[src/rtl/seg_scan_pkg.sv]
// Shared types and defaults for the 7-segment scan controller.
// Optional feature macro: LEADING_ZERO_BLANK_EN (used in seg_scan_ctrl).
package seg_scan_pkg;

   typedef enum logic [1:0] {
      ST_IDLE  = 2'd0,
      ST_BLANK = 2'd1,
      ST_DRIVE = 2'd2
   } seg_state_e;

   localparam int DEF_NUM_DIGITS   = 4;
   localparam int DEF_DWELL_CYCLES = 1000;
   localparam int DEF_BLANK_CYCLES = 16;

   // Nibble idx of a packed hex value (digit 0 in bits [3:0]).
   function automatic logic [3:0] get_digit(input logic [31:0] val, input logic [31:0] idx);
      logic [31:0] sh;
      sh = val >> (32'd4 * idx);
      return sh[3:0];
   endfunction

endpackage

[src/rtl/seg_phase_timer.sv]
// Phase counter: counts up from zero, flags when the programmed terminal count is reached.
module seg_phase_timer #(
   parameter int W = 4
) (
   input  logic         clk,
   input  logic         rst_n,
   input  logic         clr,
   input  logic [W-1:0] tc,
   output logic         done
);

   logic [W-1:0] cnt_q, cnt_d;

   always_comb begin
      cnt_d = clr ? '0 : cnt_q + 1'b1;
   end

   always_ff @(posedge clk) begin
      if (!rst_n) cnt_q <= '0;
      else        cnt_q <= cnt_d;
   end

   assign done = (cnt_q == tc);

endmodule

[src/rtl/seg_scan_ctrl.sv]
// Time-multiplexed scan controller for a common-anode 7-segment display.
// Define LEADING_ZERO_BLANK_EN to keep leading-zero digits dark.
//
// state    | meaning
// ST_IDLE  | scan stopped, anodes off, frame boundary every cycle
// ST_BLANK | anodes off ahead of digit idx (anti-ghosting gap)
// ST_DRIVE | anode idx lit with its nibble on digit_code
module seg_scan_ctrl
   import seg_scan_pkg::*;
#(
   parameter int NUM_DIGITS   = DEF_NUM_DIGITS,
   parameter int DWELL_CYCLES = DEF_DWELL_CYCLES,
   parameter int BLANK_CYCLES = DEF_BLANK_CYCLES
) (
   input  logic                    clk,
   input  logic                    rst_n,
   input  logic                    en,
   input  logic                    wr_valid,
   output logic                    wr_ready,
   input  logic [4*NUM_DIGITS-1:0] wr_data,
   output logic [3:0]              digit_code,
   output logic [NUM_DIGITS-1:0]   an_n,
   output logic                    frame_done
);

   localparam int DW    = 4 * NUM_DIGITS;
   localparam int IDX_W = $clog2(NUM_DIGITS);
   localparam int MAXC  = (DWELL_CYCLES > BLANK_CYCLES) ? DWELL_CYCLES : BLANK_CYCLES;
   localparam int CNT_W = $clog2(MAXC + 1);
   localparam logic [CNT_W-1:0] DWELL_TC = CNT_W'(DWELL_CYCLES - 1);
   localparam logic [CNT_W-1:0] BLANK_TC = CNT_W'(BLANK_CYCLES - 1);
   localparam logic [IDX_W-1:0] LAST_IDX = IDX_W'(NUM_DIGITS - 1);

   seg_state_e            state_q, state_d;
   logic [IDX_W-1:0]      idx_q, idx_d;
   logic [DW-1:0]         active_q, active_d;
   logic [DW-1:0]         pending_q, pending_d;
   logic                  pend_full_q, pend_full_d;
   logic [NUM_DIGITS-1:0] an_n_q, an_n_d;
   logic [3:0]            digit_code_q, digit_code_d;
   logic                  frame_done_q, frame_done_d;

   logic                  boundary;
   logic                  lit;
   logic [31:0]           act_ext;
   logic                  tmr_clr;
   logic                  tmr_done;
   logic [CNT_W-1:0]      tmr_tc;

   seg_phase_timer #(.W(CNT_W)) u_timer (
      .clk   (clk),
      .rst_n (rst_n),
      .clr   (tmr_clr),
      .tc    (tmr_tc),
      .done  (tmr_done)
   );

   always_comb begin
      state_d      = state_q;
      idx_d        = idx_q;
      active_d     = active_q;
      pending_d    = pending_q;
      pend_full_d  = pend_full_q;
      frame_done_d = 1'b0;
      boundary     = 1'b0;
      tmr_tc       = (state_q == ST_DRIVE) ? DWELL_TC : BLANK_TC;

      case (state_q)
         ST_IDLE: begin
            idx_d    = '0;
            boundary = 1'b1;
            if (en) state_d = ST_BLANK;
         end
         ST_BLANK: begin
            if (tmr_done) state_d = ST_DRIVE;
         end
         ST_DRIVE: begin
            if (tmr_done) begin
               state_d = ST_BLANK;
               if (idx_q == LAST_IDX) begin
                  idx_d        = '0;
                  boundary     = 1'b1;
                  frame_done_d = 1'b1;
               end else begin
                  idx_d = idx_q + 1'b1;
               end
            end
         end
         default: state_d = ST_IDLE;
      endcase

      // Dropping enable abandons the frame without a frame_done.
      if (!en) begin
         state_d      = ST_IDLE;
         idx_d        = '0;
         frame_done_d = 1'b0;
      end

      // wr_ready is low whenever a transfer can happen, so these never collide.
      if (boundary && pend_full_q) begin
         active_d    = pending_q;
         pend_full_d = 1'b0;
      end
      if (wr_valid && !pend_full_q) begin
         pending_d   = wr_data;
         pend_full_d = 1'b1;
      end

      tmr_clr = (state_d != state_q) || (state_q == ST_IDLE);

      // Outputs are registered from next-state values so they line up with state_q.
      act_ext = 32'(active_d);
`ifdef LEADING_ZERO_BLANK_EN
      lit = (idx_d == '0) || ((act_ext >> (32'd4 * 32'(idx_d))) != 32'd0);
`else
      lit = 1'b1;
`endif
      digit_code_d = 4'h0;
      an_n_d       = '1;
      if (state_d != ST_IDLE) digit_code_d = get_digit(act_ext, 32'(idx_d));
      if (state_d == ST_DRIVE && lit) an_n_d = ~(NUM_DIGITS'(1) << idx_d);
   end

   always_ff @(posedge clk) begin
      if (!rst_n) begin
         state_q      <= ST_IDLE;
         idx_q        <= '0;
         active_q     <= '0;
         pending_q    <= '0;
         pend_full_q  <= 1'b0;
         an_n_q       <= '1;
         digit_code_q <= 4'h0;
         frame_done_q <= 1'b0;
      end else begin
         state_q      <= state_d;
         idx_q        <= idx_d;
         active_q     <= active_d;
         pending_q    <= pending_d;
         pend_full_q  <= pend_full_d;
         an_n_q       <= an_n_d;
         digit_code_q <= digit_code_d;
         frame_done_q <= frame_done_d;
      end
   end

   assign wr_ready   = ~pend_full_q;
   assign an_n       = an_n_q;
   assign digit_code = digit_code_q;
   assign frame_done = frame_done_q;

endmodule
[config.mk]
export PLATFORM = sky130hd
export DESIGN_NAME = seg_scan_ctrl
export DESIGN_NICKNAME = d
export VERILOG_FILES = /design/src/rtl/seg_scan_pkg.sv /design/src/rtl/seg_phase_timer.sv /design/src/rtl/seg_scan_ctrl.sv
export SDC_FILE = /design/constraint.sdc
export NUM_CORES = 1
export LEC_CHECK = 0
export BUFFER_PORTS_ARGS = -buffer_cell sky130_fd_sc_hd__clkbuf_2
export CAP_MARGIN = 20
export CORE_AREA = 8 8 85 87
export CTS_BUF_LIST = sky130_fd_sc_hd__clkbuf_8
export DETAILED_ROUTE_END_ITERATION = 8
export DIE_AREA = 0 0 93 95
export PLACE_DENSITY = 0.63
export SLEW_MARGIN = 5
export SYNTH_ARGS = -nofsm -noshare
export SYNTH_HDL_FRONTEND = slang
export SYNTH_SLANG_ARGS = --single-unit
[constraint.sdc]
create_clock -name clk -period 7.8 [get_ports clk]
set_clock_uncertainty 0.2 [all_clocks]
set_input_delay 2.34 -clock clk [delete_from_list [all_inputs] [get_ports clk]]
set_output_delay 2.34 -clock clk [all_outputs]
set_load 0.005 [all_outputs]
Yosys cells after proc, flatten, opt, wreduce, memory -nomap -nowiden:

Cells that the tools add are included.

* register bits: 56
* bits of input ports: 20
* output and inout bits: 10

* add/subtract/negate cells: 2
* equal/unequal tests: 6
* shift operators: 2
* muxes and demuxes: 15
* bitwise logic cells: 3
* reductions and logical operators: 11

Operators with widths (count)
* 16-bit 2-to-1 mux: 1
* 16-bit by 4-bit >> shifter with 4-bit output: 1
* 2-bit 2-to-1 mux: 6
* 10-bit by 1-bit adder with 10-bit output (second input constant): 1
* 10-bit == test: 1
* 10-bit 2-to-1 mux: 1
* 2-bit == test (second input constant): 3
* 2-bit case mux with 3 select lines: 1
* 1-bit 2-to-1 mux: 4
* 4-bit NOT: 1
* 2-bit case mux with 2 select lines: 1
* 2-bit AND reduction: 2
* 2-bit nonzero test: 2
* 1-bit by 2-bit << shifter with 4-bit output (first input constant): 1
* 3-bit AND reduction: 1
* 2-bit by 1-bit adder with 2-bit output (second input constant): 1
* 2-bit by 1-bit == test with 1-bit output (second input constant): 1
* 1-bit logical AND: 2
* 2-bit logical NOT: 1
* 2-bit inequality test: 1
* 1-bit NOT: 2
* 1-bit case mux with 2 select lines: 1
* 2-bit OR reduction: 1
* 1-bit logical NOT: 1
* 1-bit logical OR: 1

Longest topological paths before layout:

Gate-level depths: netlist of run 1.

* depth after elaboration: 9
* gate-level depth with buffers: 9
* mapped depth without buffers: 8

Cells and area by module:

From an unflattened synthesis of run 1, not the netlist that was laid out.

* cell total of the unflattened synthesis: 280
* area, all modules: 2511.2 µm²

Modules (own cells, without submodules)
* seg_scan_ctrl: instances 1, cells each 222, area each 2000.7 µm²
* seg_phase_timer: instances 1, cells each 58, area each 510.5 µm²

Worst setup path after synthesis of run 1:

No wires, ideal clock.

* path kind: input -> register
* from: input en
* to: register digit_code_q[0], in the netlist digit_code[0]
* library setup time: 0.116 ns
* arrival time: 3.328 ns
* setup slack: 4.156 ns
* stages: 7
* path buffers: 1
* path through: and3_1 -> a21oi_1 -> o21ai_2 -> clkbuf_1 -> a21oi_1 -> o21ai_0 -> and4_1

* cells in the longest elaborated chain, start to end: 3
* elaborated cells between the ends (all ways): 5

Ends and longest elaborated chain
* start: declaration: RTL line seg_scan_ctrl.sv:17 `input logic en,`
* branches (longest 3 deep; another with 16-bit by 4-bit >> shifter with 4-bit output)
* end signal: assignment: RTL line seg_scan_ctrl.sv:141 `digit_code_q <= digit_code_d;`
* end: declaration: RTL line seg_scan_ctrl.sv:40 `logic [3:0] digit_code_q, digit_code_d;`

Parallel ways; which one is timed is not known.
A chain may end at the register's enable or synchronous reset.

Worst setup path after layout of run 1:

* from: input en
* to: register digit_code_q[2], in the netlist digit_code[2]

Same word-level chain as after synthesis.

==> impl_metrics.py, run 1 <==
metrics = {
    "outcome": {
        "status": "completed",
    },
    "drt": {
        "drt_iter0_markers": 83,
        "dr_total_vias": 1753,
        "viasPerCell": 4.90,
        "antenna_left": 0,
        "firstDrtPassIters": 4,
        "wl_per_cell_um": 12.9,
        "drc_errors": 0,
        "drt-total-wl_um": 4610,
    },
    "critical_path": {
        "cp_max_fo": 14,
        "crit_chain": "clkbuf_2 -> nand3_1 -> o21ai_2 -> mux2i_1 -> nand3_1 -> and4_1",
        "critPathMaxStageDelay_ns": 0.52,
        "critPathCaptureType": "register",
        "crit_path_frequent_cell": "nand3_1",
        "start_kind": "input pin",
        "r2r_slack_ns": 4.72,
        "crit_type": "in2reg",
        "cp.required_ns": 7.81,
        "crit_path_top_delay_cell": "o21ai_2",
        "cp.arrival_ns": 3.69,
    },
    "global_route": {
        "track_usage_pct": 10.9,
        "grt-ovfl-total": 0,
        "grt_pass1_wl_um": 7630,
        "grt_max_degree": 35,
        "grt_pass1_vias": 1619,
        "grt_antenna_before_repair": 0,
    },
    "cts": {
        "clockBufferDepth": 2,
        "post_cts_resize_count": 0,
        "hold_buffers": 0,
        "clock_latency_ns": 0.31,
        "cts_buffers": 5,
        "cts-root-buf": "clkbuf_8",
        "cts_tree": "built",
        "htree_levels": 2,
        "path_clk_slew_ns": 0.10,
        "numClockSinks": 56,
        "post_cts_buffers": 0,
    },
    "die": {
        "start_util_pct": 39.3,
        "core_um2": 5820,
        "die_h_um": 95,
        "io_pins": 30,
        "rows": 28,
        "dieArea_um2": 8840,
        "die_x_um": 93,
    },
    "cells_and_area": {
        "fin_nets": 304,
        "layout_commonest_cell": "dfxtp_1",
        "num_antenna_cells": 0,
        "synthToLayoutAreaGrowth_pct": 13.3,
        "drive_gt1_share_pct": 14.8,
        "fillerInstances": 615,
        "instances_no_fill": 358,
        "layout_common_cells": "dfxtp_1 (56), nand2_1 (43), nor2_1 (33), clkbuf_2 (29), a21oi_1 (23)",
    },
    "pwr": {
        "leakage_nw": 1.07,
        "peakVddDrop_mv": 0.0820,
        "power.density_nw_per_um2": 203,
    },
    "sta": {
        "period_needed_ns": 3.68,
        "slew_violations": 0,
        "worstMarginPinSlew_ns": 1.01,
        "grt_setup_unrepaired": "false",
        "fmax_ghz": 0.272,
        "hold_viol": 0,
        "fin_hold_ws_ns": 0.264,
        "maxSlewHeadroom_pct": 32.5,
        "setup_viol": 0,
        "setup_ws_ns": 4.12,
        "period_share_pct": 47.2,
        "tns_ns": 0,
    },
    "synthesis": {
        "synth-compound-area-share_pct": 11.7,
        "synth_top_family_by_area": "simple AND/OR/NAND/NOR gates",
        "synth_seq_cells": 56,
        "synthSimpleGateAreaFrac_pct": 22.0,
        "synthCells": 256,
        "synth_area_um2": 2280,
        "synth_area_per_cell_um2": 8.92,
        "yosys.area_share.xor_xnor_pct": 2.68,
        "ys_types": 36,
        "synth_ff_type": "dfxtp_1",
        "async_flop_share_pct": 0,
        "synth-edff-count": 0,
        "synthAdderAreaFrac_pct": 1.10,
        "seq_area_frac_synth_pct": 49.1,
        "synth_mux_area_share_pct": 10.1,
        "yosysWarnings": 0,
        "synth_nets": 278,
    },
    "placed_design": {
        "hpwl_um": 3360,
        "portBuffers": 29,
        "dp_slack_ns": 3.79,
        "routabilityCongestion": 0.794,
        "dp_cells": 350,
    },
    "min_path": {
        "min_path_type": "reg2reg",
    },
    "job": {
        "maxCapViolations": 0,
    },
}
[layout make-up]
class | count | area (um2) | area share, %
flip-flops and latches | 56 | 1120 | 43.3
multi-input cells | 182 | 1090 | 42.0
repair buffers | 29 | 145 | 5.61
well taps | 75 | 93.8 | 3.62
clock buffers | 5 | 68.8 | 2.66
clock inverters | 3 | 42.5 | 1.64
inverters | 8 | 30.0 | 1.16
[logic make-up after synthesis]
| kind of cell | after synthesis |
|---|---|
| compound gates | 41 |
| xor+xnor | 7 |
| fa+ha+maj | 2 |
| buf+inv | 18 |
| flops | 56 |
| mux | 23 |
| simple gates | 109 |
[Yosys cell counts (3+ instances only)]
| library cell | number | area share, % |
|---|---|---|
| o221ai_1 | 4 | 1.5 |
| inv_1 | 7 | 1.2 |
| dfxtp_1 | 56 | 49 |
| nand3_1 | 13 | 2.8 |
| xnor2_1 | 3 | 1.2 |
| xor2_1 | 4 | 1.5 |
| nor2_1 | 33 | 5.4 |
| clkbuf_1 | 8 | 1.3 |
| o21ai_0 | 7 | 1.5 |
| nand2_1 | 43 | 7.1 |
| or3_1 | 3 | 0.82 |
| a21oi_1 | 23 | 5.0 |
| mux2i_1 | 22 | 9.6 |
| and4_1 | 4 | 1.5 |
[path summary, 6_finish.rpt]
| kind | end | cells after the start | startpoint |
|---|---|---|---|
| worst min register to register | pending_q[5]$_SDFFE_PN0P_ | 2 | pending_q[5]$_SDFFE_PN0P_ |
| worst max-delay path | digit_code[2]$_SDFF_PN0_ | 6 | en |
| worst max register to register | digit_code[0]$_SDFF_PN0_ | 7 | state_q[1]$_SDFF_PN0_ |
| worst min-delay path | pending_q[5]$_SDFFE_PN0P_ | 2 | pending_q[5]$_SDFFE_PN0P_ |
[worst max-delay path: cells and delay by family]
kind            cells  cell delay (ns)
compound gates      1             0.52
mux                 1             0.26
simple gates        3             0.43
buf+inv             1             0.15
[stage by stage]
| stage | util [%] | cell area (um2) | total power, mW |
|---|---|---|---|
| 2_1_floorplan | - | 2280 | 0.331 |
| 4_1_cts | 44.5 | 2590 | 0.532 |
| 6_report | 44.5 | 2590 | 0.525 |
| 5_1_grt | 44.5 | 2590 | 0.549 |
| 3_3_place_gp | 42.6 | 2480 | 0.343 |
| 3_5_place_dp | 42.6 | 2480 | 0.343 |
[power breakdown]
group	total [mW]	internal [mW]	leakage [nW]	switching [mW]
registers	0.300	0.294	0.455	0.00529
clock network	0.188	0.0958	0.0599	0.0925
logic	0.0369	0.0153	0.555	0.0216
total	0.525	0.405	1.07	0.119
[routing by layer]
metal	GRT usage [%]	vias to the layer above	part of all wire, %
met5	0	-	0
met4	5.23	0	1.5
met3	3.73	6	5.3
met2	15.9	34	43
met1	14.1	792	50
li1	-	921	-
[state kept, by name, indices dropped and copies added (netlist names)]
register / cells
active_q: 16
an_n: 4
digit_code: 4
frame_done: 1
idx_q: 2
pend_full_q: 1
pending_q: 16
state_q: 2
u_timer.cnt_q: 10
No activity file was read; power rests on OpenSTA's default activity.
==> run 2, diff against run 1 <==
Settings changed: ABC_AREA from default to 1, CORE_AREA 8 8 85 87 to 8 8 87 89, DIE_AREA 0 0 93 95 to 0 0 95 97, PLACE_DENSITY 0.63 to 0.64.
Clock period 7.8 ns to 3.28 ns, I/O delays scaled along.
==> impl_metrics.py, run 2 <==
metrics = {
    "placed_design": {
        "routabilityCongestion": 0.766,
        "hpwl_um": 3690,
        "portBuffers": 29,
    },
    "cells_and_area": {
        "fin_nets": 366,
        "fillerInstances": 628,
        "synthToLayoutAreaGrowth_pct": 12.5,
        "multi_input_area_um2": 1130,
        "largestRegisters": "active_q: 16 flops, pending_q: 16 flops, u_timer.cnt_q: 10 flops",
        "drive_gt1_share_pct": 17.1,
        "layout_commonest_cell": "nand2_1",
        "layout_common_cells": "nand2_1 (63), nor2_1 (58), dfxtp_1 (56), nand3_1 (32), clkbuf_2 (29)",
        "seq_area_um2": 1120,
        "num_antenna_cells": 0,
    },
    "critical_path": {
        "crit_chain": "clkbuf_2 -> inv_1 -> nor2_1 -> inv_1 -> nor2_1 -> nor2_1",
        "cp.required_ns": 3.29,
        "rr_startpoint": "state_q[1]$_SDFF_PN0_",
        "critPathMaxStageDelay_ns": 0.67,
        "crit_path_top_delay_cell": "nor2_1",
        "crit_type": "in2reg",
        "start_kind": "input pin",
        "crit_start": "wr_valid",
        "crit_path_frequent_cell": "nor2_1",
        "cp.arrival_ns": 2.50,
        "cp_max_fo": 18,
        "r2r_slack_ns": 0.84,
        "critPathCaptureType": "register",
    },
    "sta": {
        "fmax_ghz": 0.402,
        "slew_violations": 0,
        "worstMarginPinSlew_ns": 0.895,
        "hold_viol": 0,
        "tns_ns": 0,
        "maxSlewHeadroom_pct": 40.1,
        "grt_setup_unrepaired": "false",
        "setup_viol": 0,
        "period_share_pct": 75.9,
        "period_needed_ns": 2.49,
    },
    "synthesis": {
        "synth_seq_cells": 56,
        "synth_ff_type": "dfxtp_1",
        "synthCells": 317,
        "synth_area_per_cell_um2": 7.56,
        "synth-edff-count": 0,
        "ys_top_cells_by_count": "nand2_1 (63), nor2_1 (58), dfxtp_1 (56)",
        "synth_top_area_share_pct": 46.8,
        "synth_area_um2": 2400,
        "async_flop_share_pct": 0,
        "yosysWarnings": 0,
        "seq_area_frac_synth_pct": 46.8,
        "yosys-top-cells-area": "dfxtp_1 (47%), nand2_1 (9.9%), nor2_1 (9.1%)",
        "synth_most_common_cell": "nand2_1",
        "yosysTopAreaCell": "dfxtp_1",
        "ys_types": 28,
        "synth_nets": 339,
    },
    "global_route": {
        "grt_pass1_vias": 1993,
        "grt_pass1_wl_um": 8760,
        "track_usage_pct": 11.6,
        "grt_antenna_before_repair": 0,
        "grt-ovfl-total": 0,
        "grt_max_degree": 20,
    },
    "die": {
        "start_util_pct": 38.6,
        "die_x_um": 95,
        "dieArea_um2": 9220,
        "rows": 29,
        "io_pins": 30,
        "core_um2": 6200,
        "die_h_um": 97,
    },
    "cts": {
        "cts-root-buf": "clkbuf_8",
        "hold_buffers": 0,
        "htree_levels": 2,
        "cts_tree": "built",
        "path_clk_slew_ns": 0.10,
        "numClockSinks": 56,
        "post_cts_buffers": 0,
        "clockBufferDepth": 2,
        "post_cts_resize_count": 0,
        "clock_latency_ns": 0.30,
        "cts_buffers": 5,
    },
    "pwr": {
        "total_power_mw": 1.28,
        "leakage_nw": 1.20,
        "peakVddDrop_mv": 0.300,
        "power.density_nw_per_um2": 475,
    },
    "outcome": {
        "status": "completed",
    },
    "drt": {
        "antenna_left": 0,
        "firstDrtPassIters": 4,
        "drt-total-wl_um": 5030,
        "viasPerCell": 4.87,
        "dr_total_vias": 2054,
        "wl_per_cell_um": 11.9,
        "drc_errors": 0,
        "drt_iter0_markers": 76,
    },
    "min_path": {
        "min_from": "u_timer.cnt_q[0]$_SDFF_PP0_",
        "min_path_type": "reg2reg",
    },
    "job": {
        "maxCapViolations": 0,
    },
}
-- run 2: critical path, delay by kind of cell --
kind / cells / cell delay (ns)
buffers and inverters: 3 / 0.57
AND/OR/NAND/NOR: 3 / 0.94
-- run 2: final timing paths --
check	endpoint	cells past startpoint
worst min-delay path	u_timer.cnt_q[0]$_SDFF_PP0_	1
worst max register to register	digit_code[2]$_SDFF_PN0_	13
worst max-delay path	pending_q[8]$_SDFFE_PN0P_	6
worst min register to register	u_timer.cnt_q[0]$_SDFF_PP0_	1
-- run 2: metal layers --
metal,vias up,global-route usage (%),routed length [um]
li1,1087,-,-
met1,918,14.0,2460
met2,38,18.8,2240
met3,11,3.55,245
met4,0,3.85,87
met5,-,0,0
-- run 2: power by group --
part,internal (mW),total [mW],switching (mW),leakage [nW]
Combinational,0.0396,0.114,0.0741,0.686
Clock,0.226,0.444,0.218,0.0541
Sequential,0.708,0.722,0.0143,0.457
-- run 2: final cells by class --
cell class                 count  area share, %
sequential                    56           41.6
clock buffer                   5           2.55
tap                           77           3.57
inverter                      22           3.16
clock inverter                 3           1.58
multi-input combinational    229           41.9
timing repair buffer          30           5.66
-- run 2: per-stage QoR --
step           hold WS [ns]  cell area, um2  worst slack, ns  util, %  instances
6_report              0.267            2700            0.791     43.5        422
4_1_cts               0.266            2700            0.782     43.5        422
3_3_place_gp          0.235            2580            0.528     41.7        414
5_1_grt               0.279            2700            0.540     43.5        422
3_5_place_dp          0.246            2580            0.447     41.7        414
2_1_floorplan         0.218            2400             1.19        -        317
-- run 2: logic make-up (layout without fill, tap and decap cells) --
family,Yosys count,count (layout),share of synthesized area [%]
AND/OR/NAND/NOR,180,180,34.3
flip-flops,56,56,46.8
adder cells (fa/ha/maj),2,2,1.04
buffers and inverters,32,60,6.06
AO/OA/AOI/OAI,47,47,11.8
==> run 3, diff against run 2 <==
Settings changed: PLACE_DENSITY 0.64 to 0.62.
Clock period 3.28 ns to 2.3 ns, I/O delays scaled along.
==> impl_metrics.py, run 3 (synthesis results as in run 2) <==
metrics = {
    "global_route": {
        "grt_max_degree": 20,
        "grt_antenna_before_repair": 0,
        "grt_pass1_vias": 2004,
        "grt-ovfl-total": 0,
        "track_usage_pct": 11.5,
        "grt_pass1_wl_um": 8870,
    },
    "sta": {
        "grt_setup_unrepaired": "false",
        "period_needed_ns": 2.08,
        "setup_viol": 0,
        "setup_ws_ns": 0.224,
        "maxSlewHeadroom_pct": 68.4,
        "slew_violations": 0,
        "fmax_ghz": 0.482,
        "tns_ns": 0,
        "hold_viol": 0,
        "period_share_pct": 90.3,
        "worstMarginPinSlew_ns": 0.473,
    },
    "die": {
        "core_um2": 6200,
        "start_util_pct": 38.6,
        "die_h_um": 97,
        "io_pins": 30,
        "die_x_um": 95,
        "dieArea_um2": 9220,
        "rows": 29,
    },
    "cells_and_area": {
        "num_antenna_cells": 0,
        "fin_nets": 374,
        "drive_gt1_share_pct": 19.8,
        "layout_commonest_cell": "nand2_1",
        "largestRegisters": "active_q: 16 flops, pending_q: 16 flops, u_timer.cnt_q: 10 flops",
        "synthToLayoutAreaGrowth_pct": 15.8,
        "layout_common_cells": "nand2_1 (61), nor2_1 (57), dfxtp_1 (56), nand3_1 (32), clkbuf_2 (29)",
    },
    "critical_path": {
        "crit_type": "reg2reg",
        "rr_startpoint": "state_q[0]$_SDFF_PN0_",
        "start_kind": "register",
        "worst-path-buf-inv": 2,
        "cp_max_fo": 6,
        "crit_path_frequent_cell": "nor2_1",
        "rr_worst_depth": 10,
        "cp.required_ns": 2.29,
        "critPathCaptureType": "register",
        "r2r_slack_ns": 0.22,
        "cp.depth": 10,
        "cp.arrival_ns": 2.06,
        "critPathTopFamily": "simple AND/OR/NAND/NOR gates",
        "r2r-end": "digit_code[2]$_SDFF_PN0_",
        "crit_chain": "inv_4 -> nand2_4 -> nand2_2 -> o21ai_4 -> nand3_2 -> buf_4 -> nor2_1 -> a211oi_4 -> nor2_1 -> nor2_1",
        "critPathMaxStageDelay_ns": 0.46,
        "crit_path_top_delay_cell": "dfxtp_1",
    },
    "cts": {
        "htree_levels": 2,
        "clockBufferDepth": 2,
        "cts-root-buf": "clkbuf_8",
        "clock_latency_ns": 0.30,
        "path_clk_slew_ns": 0.10,
        "numClockSinks": 56,
        "cts_tree": "built",
        "cts_buffers": 5,
        "hold_buffers": 0,
    },
    "placed_design": {
        "hpwl_um": 3720,
        "routabilityCongestion": 0.829,
        "dp_slack_ns": 0.153,
        "portBuffers": 29,
    },
    "drt": {
        "antenna_left": 0,
        "dr_total_vias": 2045,
        "drc_errors": 0,
        "viasPerCell": 4.76,
        "drt_iter0_markers": 81,
        "firstDrtPassIters": 4,
        "drt-total-wl_um": 5060,
        "wl_per_cell_um": 11.8,
    },
    "outcome": {
        "status": "completed",
    },
    "min_path": {
        "min_path_type": "reg2reg",
        "min_from": "u_timer.cnt_q[0]$_SDFF_PP0_",
        "min_path_cells": 1,
        "worstHoldEndpoint": "u_timer.cnt_q[0]$_SDFF_PP0_",
    },
    "pwr": {
        "leakage_nw": 1.24,
        "peakVddDrop_mv": 0.317,
        "power.density_nw_per_um2": 633,
    },
    "job": {
        "maxCapViolations": 0,
    },
}
run 3: metal layers:
metal	track usage [%]	up-vias	wire (um)
met3	3.01	4	199
met1	16.3	904	2640
met5	0	-	0
met2	16.6	39	2180
met4	3.37	0	50
li1	-	1098	-
run 3: worst max path at each step:
stage / start / to
3_3_place_gp: state_q[0]$_SDFF_PN0_ / digit_code[3]$_SDFF_PN0_
6_report: state_q[0]$_SDFF_PN0_ / digit_code[2]$_SDFF_PN0_
2_1_floorplan: u_timer.cnt_q[0]$_SDFF_PP0_ / digit_code[2]$_SDFF_PN0_
3_5_place_dp: u_timer.cnt_q[0]$_SDFF_PP0_ / digit_code[2]$_SDFF_PN0_
5_1_grt: u_timer.cnt_q[0]$_SDFF_PP0_ / digit_code[1]$_SDFF_PN0_
4_1_cts: u_timer.cnt_q[0]$_SDFF_PP0_ / digit_code[2]$_SDFF_PN0_
run 3: where the power goes:
part | internal, mW | switching [mW]
Sequential | 1.01 | 0.0193
Combinational | 0.0638 | 0.108
Clock | 0.244 | 0.311
run 3: through the flow:
stage / hold slack (ns) / power, mW / instances / utilization, % / instance area (um2)
global route: 0.290 / 1.85 / 430 / 44.7 / 2780
CTS: 0.258 / 1.78 / 428 / 44.2 / 2740
floorplan: 0.218 / 1.17 / 317 / - / 2400
global placement: 0.232 / 1.22 / 420 / 42.6 / 2640
detailed placement: 0.237 / 1.22 / 420 / 42.6 / 2640
finish: 0.253 / 1.76 / 430 / 44.7 / 2780
run 3: area by class of cell:
type	instances	area [um2]
fillers	649	3430
multi-input cells	229	1150
flip-flops and latches	56	1120
repair buffers	38	225
well taps	77	96.3
inverters	22	85.1
clock buffers	6	82.6
clock inverters	2	15.0
run 3: what timing repair did:
| item | CTS | global route |
|---|---|---|
| setup buffers | 0 | 2 |
| setup endpoints to repair | 0 | 4 |
| resized for setup | 0 | 5 |
